File: src/rtl/uart_rx_ctrl.sv
// uart_rx_ctrl: supervises a UART receiver. It detects line idle after each
// frame, applies parity/prescale changes only while the line is idle, and
// buffers received bytes in a small FIFO with sticky overrun reporting.
// Optional error counters are built when UART_RX_CTRL_ERR_CNT_EN is defined.
module uart_rx_ctrl #(
  parameter int unsigned FIFO_DEPTH   = 4,
  parameter int unsigned RST_PRESCALE = 16
) (
  input  logic       CLK,
  input  logic       RST,
  input  logic       cfg_wr,
  input  logic       cfg_par_en,
  input  logic       cfg_par_typ,
  input  logic [5:0] cfg_prescale,
  output logic       cfg_busy,
  output logic       PAR_EN,
  output logic       PAR_TYP,
  output logic [5:0] Prescale,
  input  logic       RX_IN,
  input  logic [7:0] rx_p_data,
  input  logic       rx_data_valid,
  input  logic       rx_parity_error,
  input  logic       rx_stop_error,
  output logic [7:0] out_data,
  output logic       out_valid,
  input  logic       out_ready,
  output logic       overrun,
  input  logic       err_clr
`ifdef UART_RX_CTRL_ERR_CNT_EN
  ,
  output logic [7:0] par_err_cnt,
  output logic [7:0] stop_err_cnt,
  output logic [7:0] ovr_cnt
`endif
);

  localparam int unsigned AW = (FIFO_DEPTH > 1) ? $clog2(FIFO_DEPTH) : 1;
  localparam int unsigned CW = AW + 1;

  typedef enum logic [1:0] {
    GUARD = 2'd0,
    IDLE  = 2'd1,
    FRAME = 2'd2
  } state_t;

  typedef struct packed {
    logic       par_en;
    logic       par_typ;
    logic [5:0] prescale;
  } cfg_t;

  state_t        state_q, state_d;
  logic [5:0]    idle_cnt_q, idle_cnt_d;
  logic          par_prev_q, stop_prev_q;
  logic          par_rise_c, stop_rise_c, frame_end_c;
  cfg_t          pend_q;
  logic          apply_c;

  logic [7:0]    mem_q [FIFO_DEPTH];
  logic [AW-1:0] wr_ptr_q, rd_ptr_q, rd_ptr_d;
  logic [CW-1:0] count_q, count_d;
  logic          full_c, push_c, pop_c, drop_c;
  logic [7:0]    head_d;

  assign par_rise_c  = rx_parity_error & ~par_prev_q;
  assign stop_rise_c = rx_stop_error & ~stop_prev_q;
  assign frame_end_c = rx_data_valid | par_rise_c | stop_rise_c;
  assign apply_c     = cfg_busy && (state_q == IDLE);

  // State and idle counter registers
  always_ff @(posedge CLK or negedge RST) begin
    if (!RST) begin
      state_q    <= GUARD;
      idle_cnt_q <= 6'd0;
    end else begin
      state_q    <= state_d;
      idle_cnt_q <= idle_cnt_d;
    end
  end

  // Next state: wait one idle bit time after each frame before arming IDLE
  always_comb begin
    state_d    = state_q;
    idle_cnt_d = idle_cnt_q;
    case (state_q)
      GUARD: begin
        if (!RX_IN) begin
          idle_cnt_d = 6'd0;
        end else if (idle_cnt_q == Prescale - 6'd1) begin
          state_d    = IDLE;
          idle_cnt_d = 6'd0;
        end else begin
          idle_cnt_d = idle_cnt_q + 6'd1;
        end
      end
      IDLE: begin
        if (!RX_IN) state_d = FRAME;
      end
      FRAME: begin
        if (frame_end_c) begin
          state_d    = GUARD;
          idle_cnt_d = 6'd0;
        end
      end
      default: begin
        state_d    = GUARD;
        idle_cnt_d = 6'd0;
      end
    endcase
  end

  // Previous error levels for rising-edge detection
  always_ff @(posedge CLK or negedge RST) begin
    if (!RST) begin
      par_prev_q  <= 1'b0;
      stop_prev_q <= 1'b0;
    end else begin
      par_prev_q  <= rx_parity_error;
      stop_prev_q <= rx_stop_error;
    end
  end

  // Pending/applied configuration; a write on the apply edge stays pending
  always_ff @(posedge CLK or negedge RST) begin
    if (!RST) begin
      pend_q   <= '0;
      cfg_busy <= 1'b0;
      PAR_EN   <= 1'b0;
      PAR_TYP  <= 1'b0;
      Prescale <= 6'(RST_PRESCALE);
    end else begin
      if (apply_c) begin
        PAR_EN   <= pend_q.par_en;
        PAR_TYP  <= pend_q.par_typ;
        Prescale <= pend_q.prescale;
        cfg_busy <= cfg_wr;
      end else if (cfg_wr) begin
        cfg_busy <= 1'b1;
      end
      if (cfg_wr) begin
        pend_q.par_en   <= cfg_par_en;
        pend_q.par_typ  <= cfg_par_typ;
        pend_q.prescale <= cfg_prescale;
      end
    end
  end

  assign full_c = (count_q == CW'(FIFO_DEPTH));
  assign pop_c  = out_valid & out_ready;
  assign push_c = rx_data_valid & (~full_c | pop_c);
  assign drop_c = rx_data_valid & full_c & ~pop_c;

  // FIFO occupancy, read pointer and next head byte
  always_comb begin
    count_d  = count_q;
    rd_ptr_d = rd_ptr_q;
    case ({push_c, pop_c})
      2'b10:   count_d = count_q + CW'(1);
      2'b01:   count_d = count_q - CW'(1);
      default: count_d = count_q;
    endcase
    if (pop_c) rd_ptr_d = rd_ptr_q + AW'(1);
    if (push_c && (rd_ptr_d == wr_ptr_q)) head_d = rx_p_data;
    else                                  head_d = mem_q[rd_ptr_d];
  end

  // FIFO storage, pointers and registered head outputs
  always_ff @(posedge CLK or negedge RST) begin
    if (!RST) begin
      for (int i = 0; i < int'(FIFO_DEPTH); i++) mem_q[i] <= 8'd0;
      wr_ptr_q  <= '0;
      rd_ptr_q  <= '0;
      count_q   <= '0;
      out_valid <= 1'b0;
      out_data  <= 8'd0;
    end else begin
      if (push_c) begin
        mem_q[wr_ptr_q] <= rx_p_data;
        wr_ptr_q        <= wr_ptr_q + AW'(1);
      end
      rd_ptr_q  <= rd_ptr_d;
      count_q   <= count_d;
      out_valid <= (count_d != '0);
      out_data  <= head_d;
    end
  end

  // Sticky overrun; clear takes priority over a coincident drop
  always_ff @(posedge CLK or negedge RST) begin
    if (!RST)         overrun <= 1'b0;
    else if (err_clr) overrun <= 1'b0;
    else if (drop_c)  overrun <= 1'b1;
  end

`ifdef UART_RX_CTRL_ERR_CNT_EN
  // Saturating error counters; clear takes priority over increment
  always_ff @(posedge CLK or negedge RST) begin
    if (!RST) begin
      par_err_cnt  <= 8'd0;
      stop_err_cnt <= 8'd0;
      ovr_cnt      <= 8'd0;
    end else if (err_clr) begin
      par_err_cnt  <= 8'd0;
      stop_err_cnt <= 8'd0;
      ovr_cnt      <= 8'd0;
    end else begin
      if (par_rise_c && (par_err_cnt != 8'hFF))   par_err_cnt  <= par_err_cnt + 8'd1;
      if (stop_rise_c && (stop_err_cnt != 8'hFF)) stop_err_cnt <= stop_err_cnt + 8'd1;
      if (drop_c && (ovr_cnt != 8'hFF))           ovr_cnt      <= ovr_cnt + 8'd1;
    end
  end
`endif

endmodule
File: config.mk
export PLATFORM = sky130hd
export DESIGN_NAME = uart_rx_ctrl
export DESIGN_NICKNAME = d
export VERILOG_FILES = /design/src/rtl/uart_rx_ctrl.sv
export SDC_FILE = /design/constraint.sdc
export NUM_CORES = 1
export LEC_CHECK = 0
export BUFFER_PORTS_ARGS = -buffer_cell sky130_fd_sc_hd__buf_2
export CORE_UTILIZATION = 35
export CTS_BUF_LIST = sky130_fd_sc_hd__clkbuf_2
export CTS_CLUSTER_SIZE = 16
export DETAILED_ROUTE_END_ITERATION = 7
export GPL_TIMING_DRIVEN = 0
export REMOVE_ABC_BUFFERS = 1
export SLEW_MARGIN = 5
export SYNTH_ARGS = -nofsm -noshare
export SYNTH_HDL_FRONTEND = slang
export SYNTH_SLANG_ARGS = --single-unit
File: constraint.sdc
create_clock -name CLK -period 6.3 [get_ports CLK]
set_input_delay 0 -clock CLK [delete_from_list [all_inputs] [get_ports CLK]]
set_output_delay 0 -clock CLK [all_outputs]
set_load 0.005 [all_outputs]
==> results of run 1 <==
-- report_power, final --
part / switching (mW) / internal (mW) / total (mW)
Clock: 0.165 / 0.133 / 0.298
Combinational: 0.261 / 0.385 / 0.646
Sequential: 0.145 / 0.656 / 0.801
Total: 0.571 / 1.17 / 1.75
-- cells by family after synthesis --
family / count (synthesis) / synth area share, %
AOI/OAI and AO/OA: 18 / 3.90
xor gates and xnor gates: 19 / 4.36
adders and majority gates: 8 / 2.82
buffers and inverters: 28 / 3.67
DFF: 76 / 49.9
muxes: 96 / 29.4
and+or+nand+nor: 44 / 6.00
-- worst paths after layout --
path	start	end	slack [ns]	depth (start not counted)
worst max-delay path	out_valid$_DFF_PN0_	out_valid$_DFF_PN0_	3.59	11
worst min-delay path	rx_stop_error	stop_prev_q$_DFF_PN0_	0.11	2
worst max register to register	out_valid$_DFF_PN0_	out_valid$_DFF_PN0_	3.59	11
worst min register to register	pend_q[7]$_DFFE_PN0P_	PAR_EN$_DFFE_PN0P_	0.53	1
max in group asynchronous	RST	PAR_TYP$_DFFE_PN0P_	4.60	4
min in group asynchronous	RST	wr_ptr_q[1]$_DFFE_PN0P_	0.52	4
-- state kept, by name, indices dropped and copies added (netlist names), 2 cells and up --
name        cells
idle_cnt_q      6
mem_q          32
Prescale        6
count_q         3
out_data        8
pend_q          8
state_q         2
rd_ptr_q        2
wr_ptr_q        2
-- area by class of cell --
| class | instances | area [um^2] |
|---|---|---|
| clock inverters | 5 | 76.3 |
| clock buffers | 11 | 55.1 |
| flip-flops and latches | 76 | 1900 |
| inverters | 20 | 76.3 |
| multi-input cells | 185 | 1770 |
| fillers | 1001 | 5820 |
| repair buffers | 78 | 586 |
| well taps | 136 | 170 |
-- placed cells by master (no fill, tap or decap), types with 6 or more instances in the layout --
cell type	n
inv_1	18
xnor2_1	9
xor2_1	10
mux2_2	48
mux2i_1	40
nor2_1	6
ha_1	7
clkbuf_2	11
dfrtp_1	75
buf_2	42
dlygate4sd3_1	34
nand2_1	18
mux4_2	8
-- stage by stage --
step,utilization [%],total power [mW],hold WS [ns]
2_1_floorplan,-,1.27,-0.296
3_3_place_gp,39.5,1.42,0.125
3_5_place_dp,39.8,1.45,-0.0954
4_1_cts,44.3,1.77,0.0583
5_1_grt,44.3,1.87,0.0660
6_report,44.3,1.75,0.108
-- routing by layer --
metal	part of all wire (%)	GRT usage [%]	vias to the layer above
li1	-	-	1180
met1	48	18.6	1189
met2	47	22.9	33
met3	2.8	2.51	14
met4	2.2	8.22	0
met5	0	0	-
-- critical path, stage by stage (launching register included) --
cell and delay [ns]:
dfrtp_1 0.44, nand2_4 0.38, nand3_1 0.11, and2_1 0.28
inv_2 0.12, ha_1 0.18, inv_1 0.06, fa_1 0.37
xor2_1 0.15, nor2_1 0.11, xor2_1 0.10, or3_1 0.31
==> impl_metrics.yaml, run 1 <==
route:
  vias: 2416
  avgViaCountPerCell: 4.73
  drt-wirelength-per-cell_um: 14.5
  drtPass1Iterations: 4
  drc: 0
  final_antenna_net_count: 0
  totalWireLength_um: 7400
  initialDrtViolationCount: 80
floorplan:
  core_um2: 10500
  die_h_um: 106
  pin_count: 44
  initial_core_util_pct: 36.5
  dieArea_um2: 11300
  placementRows: 37
  die_w_um: 106
sta:
  finalMaxSlewViolations: 0
  min_period_ns: 2.71
  skew_ns: 0.0314
  fin_crit_sh_pct: 43.0
  tns_ns: 0
  fmax_mhz: 369
  finalWorstSetupSlack_ns: 3.59
  setup-violations-final: 0
  rsz0062_at_grt: "false"
  worst-slew-pin-transition_ns: 0.815
  hold_viol: 0
  maxSlewHeadroom_pct: 45.5
global_route:
  grt_overflow: 0
  grt_max_degree: 58
  grt_pass1_vias: 2478
  grt_pass1_wl_um: 12300
  antenna_found_initial: 0
  track_usage_pct: 14.4
yosys:
  syn_area_um2: 3820
  synth_async_sr_flop_share_pct: 100
  synth_top_cell_by_area: "dfrtp_1"
  ys_warn_count: 0
  synth.avg_cell_area_um2: 13.2
  synth_top_area_share_pct: 49.2
  synth_edf_count: 0
  synth_flop_cell: "dfrtp_1"
  ys_seq_area_share_pct: 49.9
  synthTopCellsByCount: "75 x dfrtp_1, 48 x mux2_2, 40 x mux2i_1, 18 x inv_1, 18 x nand2_1"
  synth_cells: 289
  yosysMostFrequentCell: "dfrtp_1"
  synth_seq_cells: 76
  synthDistinctLibCells: 40
  synthTopCellsByArea: "dfrtp_1 49%, mux2_2 14%, mux2i_1 10%"
setup_path:
  crit_type: "flip-flop to flip-flop"
  startpoint_type: "flip-flop"
  cp_data_arrival_time_ns: 3.12
  worstPathRequired_ns: 6.71
  crit_fanout: 28
  worstSetupEndpointType: "flip-flop"
place:
  dpl-instance-area_um2: 4170
  io_buffers: 43
  pre_cts_ws_ns: 3.57
  placed_cells: 461
  dp_hpwl_um: 4710
  routabilityCongestion: 0.744
clock_tree:
  cts_root_buffer: "clkbuf_2"
  cts_tree: "done"
  clkTransAtPathRegs_ns: 0.21
  cts.sinks: 76
  cts_made_buffers: 9
  hold_buffers: 34
  cts_max_path_buffers: 2
  post-cts-setup-buffers: 0
  clock_latency_ns: 0.53
  cts_max_level: 3
  cts_resized: 0
pwr:
  power_density_nw_per_um2: 376
  leakagePower_nw: 2.19
  ir_drop_mv: 0.140
run_status:
  outcome: "finished, final reports clean"
layout:
  diodes: 0
  finalNonFillerCells: 511
  layout-drive-gt1-share_pct: 32.3
  area_growth_pct: 21.6
  finalNetCount: 403
  fin_area_um2: 4640
hold_path:
  hp-class: "input pin to flip-flop"
job:
  drv_cap: 0
No activity file was read; power rests on OpenSTA's default activity.
==> inputs of run 2 (changes only) <==
==> constraint.sdc (replaced) <==
create_clock -name CLK -period 2.5 [get_ports CLK]
set_input_delay 0 -clock CLK [delete_from_list [all_inputs] [get_ports CLK]]
set_output_delay 0 -clock CLK [all_outputs]
set_load 0.005 [all_outputs]
==> run 2 against run 1 <==
Against the previous run:
- cell count increased by 1.8%
- register-to-register slack lost 3.4 ns
- clock-buffer cell count is the same
- die area is the same
- first-iteration DRC count fell by 18%
- routed wire length increased by 3.8%
- worst setup slack worse by 3.4 ns
- flip-flop and latch count unchanged
- via count rose by 2.5%
- utilization rose by 0.83 points
- cell area up 1.9%
- non-clock buffer count grew 8
==> impl_metrics.yaml, run 2 (synthesis results as in run 1) <==
layout:
  top_register: "mem_q"
  finalNetCount: 412
  fin_area_um2: 4730
  largest_reg_flops: 32
  final_core_util_pct: 45.2
  final_cell_mix: "74 x dfrtp_1, 48 x mux2_2, 42 x buf_2, 40 x mux2i_1, 35 x dlygate4sd3_1"
  layout-drive-gt1-share_pct: 34.1
  final_common_cell: "dfrtp_1"
  area_growth_pct: 23.8
  reg_top3: "mem_q x32, out_data x8, pend_q x8"
  finalNonFillerCells: 520
  diodes: 0
  num-fill-cells: 997
route:
  drt-wirelength-per-cell_um: 14.8
  drc: 0
  avgViaCountPerCell: 4.76
  vias: 2477
  final_antenna_net_count: 0
  drtPass1Iterations: 4
  totalWireLength_um: 7690
  initialDrtViolationCount: 66
pwr:
  power_density_nw_per_um2: 950
  ir_drop_mv: 0.364
  leakagePower_nw: 2.24
  p_total_mw: 4.49
sta:
  worst-slew-pin-transition_ns: 0.814
  tns_ns: 0
  finalMaxSlewViolations: 0
  min_period_ns: 2.36
  skew_ns: 0.0306
  maxSlewHeadroom_pct: 45.6
  fin_crit_sh_pct: 94.4
  hold_slack_ns: 0.106
  setup-violations-final: 0
  fmax_mhz: 424
  finalWorstSetupSlack_ns: 0.140
  hold_viol: 0
floorplan:
  pin_count: 44
  placementRows: 37
  die_w_um: 106
  dieArea_um2: 11300
  initial_core_util_pct: 36.5
  core_um2: 10500
  die_h_um: 106
clock_tree:
  cts_made_buffers: 9
  cts.sinks: 76
  clkTransAtPathRegs_ns: 0.21
  cts_root_buffer: "clkbuf_2"
  cts_tree: "done"
  cts_max_level: 3
  clock_latency_ns: 0.53
  cts_max_path_buffers: 2
place:
  pre_cts_ws_ns: -0.231
  routabilityCongestion: 0.744
  dpl-instance-area_um2: 4170
  placed_cells: 461
  io_buffers: 43
  dp_hpwl_um: 4710
setup_path:
  crit_path_max_incr_delay_ns: 0.44
  cp_data_arrival_time_ns: 2.78
  crit_type: "flip-flop to flip-flop"
  startpoint_type: "flip-flop"
  worstPathRequired_ns: 2.92
  slowest_stage: "dfrtp_1"
  worstSetupEndpointType: "flip-flop"
  crit_chain: "nor2_1 > nand3_1 > and2_4 > inv_2 > ha_1 > inv_1 > fa_1 > xor2_1 > nor2_1 > xor2_1 > or3_1"
  crit_fanout: 8
global_route:
  antenna_found_initial: 0
  grt_pass1_vias: 2512
  grt_overflow: 0
  track_usage_pct: 14.8
  grt_max_degree: 58
  grt_pass1_wl_um: 12500
hold_path:
  hp-class: "input pin to flip-flop"
job:
  drv_cap: 0
run_status:
  outcome: "finished, final reports clean"
[run 2: final timing paths]
kind                                  startpoint                      end  slack, ns  depth (start not counted)
max reg2reg                 count_q[1]$_DFF_PN0_      out_valid$_DFF_PN0_       0.14                         11
min                                rx_stop_error    stop_prev_q$_DFF_PN0_       0.11                          2
max in group asynchronous                    RST      PAR_TYP$_DFFE_PN0P_       0.80                          4
min reg2reg                pend_q[7]$_DFFE_PN0P_       PAR_EN$_DFFE_PN0P_       0.53                          1
max                         count_q[1]$_DFF_PN0_      out_valid$_DFF_PN0_       0.14                         11
min in group asynchronous                    RST  wr_ptr_q[1]$_DFFE_PN0P_       0.52                          4
[run 2: metal layers]
metal	share of wire [%]	up-vias	GRT usage [%]
met5	0	-	0
met4	2.2	0	8.22
met3	2.0	14	2.51
met2	46	28	23.5
met1	49	1230	19.1
li1	-	1205	-
[run 2: critical path: cells and delay by family (launching register included)]
family                     cells  cell delay, ns
xor gates and xnor gates       2            0.25
and+or+nand+nor                5            0.90
buffers and inverters          2            0.14
adders and majority gates      2            0.55
DFF                            1            0.44
[run 2: final cells by class]
cell class | count | area, um^2 | share of cell area [%]
sequential | 76 | 1900 | 40.3
multi-input combinational | 186 | 1800 | 38.0
timing repair buffer | 86 | 648 | 13.7
tap | 136 | 170 | 3.60
clock inverter | 5 | 76.3 | 1.62
inverter | 20 | 76.3 | 1.62
clock buffer | 11 | 55.1 | 1.16
[run 2: report_power, final]
part | switching [mW] | internal [mW]
Clock | 0.419 | 0.335
Combinational | 0.685 | 1.03
Sequential | 0.367 | 1.65
Total | 1.47 | 3.02
[run 2: what timing repair did]
action                                 4_1_cts  5_1_grt
gates cloned                                 1        0
endpoints found under the hold margin      135        0
setup buffers                                1        6
gates resized for setup                      3        1
pin swaps                                    1        1
hold buffers                                35        0
setup endpoints to repair                    9        1
==> inputs of run 3 (changes only) <==
--- a/config.mk
+++ b/config.mk
@@ -6,6 +6,7 @@
 export NUM_CORES = 1
 export LEC_CHECK = 0
 export BUFFER_PORTS_ARGS = -buffer_cell sky130_fd_sc_hd__buf_2
+export CORE_MARGIN = 1.5
 export CORE_UTILIZATION = 35
 export CTS_BUF_LIST = sky130_fd_sc_hd__clkbuf_2
 export CTS_CLUSTER_SIZE = 16
==> run 3 against run 2 <==
Against the previous run:
- cell area decreased by 0.50%
- clock power shrank 12%
- flip-flop and latch count is the same
- routed wire length is 0.10% higher
- sequential power is essentially flat
- worst setup slack improved by 0.011 ns
- fmax increased by 0.46%
- critical endpoint unchanged
==> impl_metrics.yaml, run 3 (synthesis results as in run 1) <==
setup_path:
  crit_fanout: 11
  r2r-end: "out_valid$_DFF_PN0_"
  worst-r2r-cell-count: 10
  r2r-start: "out_valid$_DFF_PN0_"
  cp_data_arrival_time_ns: 2.76
  worstSetupEndpointType: "flip-flop"
  reg2reg_setup_slack_ns: 0.15
  crit_type: "flip-flop to flip-flop"
  worstPathRequired_ns: 2.91
  startpoint_type: "flip-flop"
layout:
  diodes: 0
  layout-drive-gt1-share_pct: 34.5
  final_core_util_pct: 44.9
  reg_top3: "mem_q x32, out_data x8, pend_q x8"
  multi_input_area_um2: 1800
  num-fill-cells: 1008
  final_common_cell: "dfrtp_1"
  largest_reg_flops: 32
  finalNetCount: 411
  finalNonFillerCells: 519
  area_growth_pct: 23.2
  fin_area_um2: 4700
  final_cell_mix: "74 x dfrtp_1, 48 x mux2_2, 42 x buf_2, 40 x mux2i_1, 35 x dlygate4sd3_1"
  top_register: "mem_q"
  final-seq-area_um2: 1900
pwr:
  switchingPower_mw: 1.48
  ir_drop_mv: 0.339
  combPwrFrac_pct: 38.6
  p_clk_share_pct: 15.1
  p_seq_share_pct: 46.3
  switching_share_pct: 33.9
  p_int_mw: 2.89
  p_total_mw: 4.38
  leakagePower_nw: 2.22
  power_density_nw_per_um2: 931
floorplan:
  die_w_um: 107
  dieArea_um2: 11500
  core_um2: 10500
  placementRows: 37
  die_h_um: 107
  initial_core_util_pct: 36.5
  pin_count: 44
sta:
  worst-slew-pin-transition_ns: 0.772
  skew_ns: 0.0298
  finalWorstSetupSlack_ns: 0.151
  fin_crit_sh_pct: 93.9
  rsz0062_at_grt: "false"
  hold_viol: 0
  maxSlewHeadroom_pct: 48.4
  finalMaxSlewViolations: 0
  min_period_ns: 2.35
  fmax_mhz: 426
  setup-violations-final: 0
route:
  wl_met2_um: 3790
  route.met3.wl_um: 211
  final_antenna_net_count: 0
  wl_met1_um: 3520
  avgViaCountPerCell: 4.78
  initialDrtViolationCount: 70
  drc: 0
  drt-wirelength-per-cell_um: 14.8
  highest_layer: "met4"
  vias: 2480
  totalWireLength_um: 7690
  drtPass1Iterations: 4
place:
  routabilityCongestion: 0.709
  dp_hpwl_um: 4760
  dpl-instance-area_um2: 4170
  io_buffers: 43
  placed_cells: 461
  pre_cts_ws_ns: -0.213
hold_path:
  hold_depth: 2
  hp-start: "rx_stop_error"
  hold_path_end: "stop_prev_q$_DFF_PN0_"
  hp-class: "input pin to flip-flop"
global_route:
  track_usage_pct: 14.6
  grt_max_degree: 61
  grt_pass1_wl_um: 12600
  grt_pass1_vias: 2577
  grt_overflow: 0
  antenna_found_initial: 0
clock_tree:
  cts_max_level: 3
  cts.sinks: 76
  cts_max_path_buffers: 2
  clock_latency_ns: 0.51
  clkTransAtPathRegs_ns: 0.22
  cts_made_buffers: 9
  cts_root_buffer: "clkbuf_2"
  cts_tree: "done"
run_status:
  outcome: "finished, final reports clean"
job:
  drv_cap: 0
run 3: changes by cell type in the layout (fill, tap and decap cells not counted):
cell / before / now
clkinv_2: 1 / 3
bufinv_16: 2 / 1
nor2_1: 6 / 5
clkinv_1: 2 / 1
nor2_2: 0 / 1
clkbuf_2: 11 / 9
buf_4: 8 / 7
clkinvlp_4: 0 / 2
run 3: layout make-up:
type                            count  area share [%]
Timing Repair Buffer               85            13.6
Tap cell                          136            3.62
Sequential cell                    76            40.5
Inverter                           20            1.62
Multi-Input combinational cell    186            38.2
Clock buffer                        9           0.958
Clock inverter                      7            1.44
run 3: worst max path at each step:
stage,startpoint,end,slack [ns]
after floorplan,out_valid$_DFF_PN0_,out_valid$_DFF_PN0_,0.003
after global placement,out_valid$_DFF_PN0_,out_valid$_DFF_PN0_,-0.19
after detailed placement,out_valid$_DFF_PN0_,out_valid$_DFF_PN0_,-0.21
after CTS,out_valid$_DFF_PN0_,out_valid$_DFF_PN0_,0.005
after global routing,out_valid$_DFF_PN0_,out_valid$_DFF_PN0_,0.002
final,out_valid$_DFF_PN0_,out_valid$_DFF_PN0_,0.15
run 3: power groups by stage:
stage	Sequential, mW	Combinational (mW)	Clock [mW]
finish	2.03	1.69	0.663
CTS	2.03	1.67	0.691
detailed placement	2.05	1.59	0
global placement	2.04	1.53	0
global route	2.10	1.87	0.737
floorplan	1.96	1.24	0
run 3: stage by stage:
| step | TNS [ns] | hold WS (ns) |
|---|---|---|
| 5_1_grt | 0 | 0.0770 |
| 4_1_cts | 0 | 0.0859 |
| 2_1_floorplan | 0 | -0.296 |
| 3_5_place_dp | -0.247 | -0.102 |
| 3_3_place_gp | -0.188 | 0.124 |
| 6_report | 0 | 0.122 |
run 3: critical path, cell delays in order (launching register included):
cell      delay, ns
dfrtp_2        0.46
nand2_8        0.06
buf_4          0.18
clkinv_2       0.23
ha_1           0.24
inv_1          0.06
fa_1           0.37
xor2_1         0.15
nor2_1         0.11
xor2_1         0.09
or3_1          0.31
run 3: repair_timing:
| item | 4_1_cts | 5_1_grt |
|---|---|---|
| setup endpoints to repair | 4 | 1 |
| buffers inserted | 1 | 5 |
| gates cloned | 1 | 0 |
| pin swaps | 1 | 1 |
| hold buffers | 35 | 0 |
| endpoints found under the hold margin | 134 | 0 |
| gates resized for setup | 2 | 3 |
run 3: layer usage:
metal / track usage, % / vias to the layer above
met5: 0 / -
met4: 7.05 / 0
met3: 2.60 / 14
met2: 24.2 / 34
met1: 18.3 / 1226
li1: - / 1206
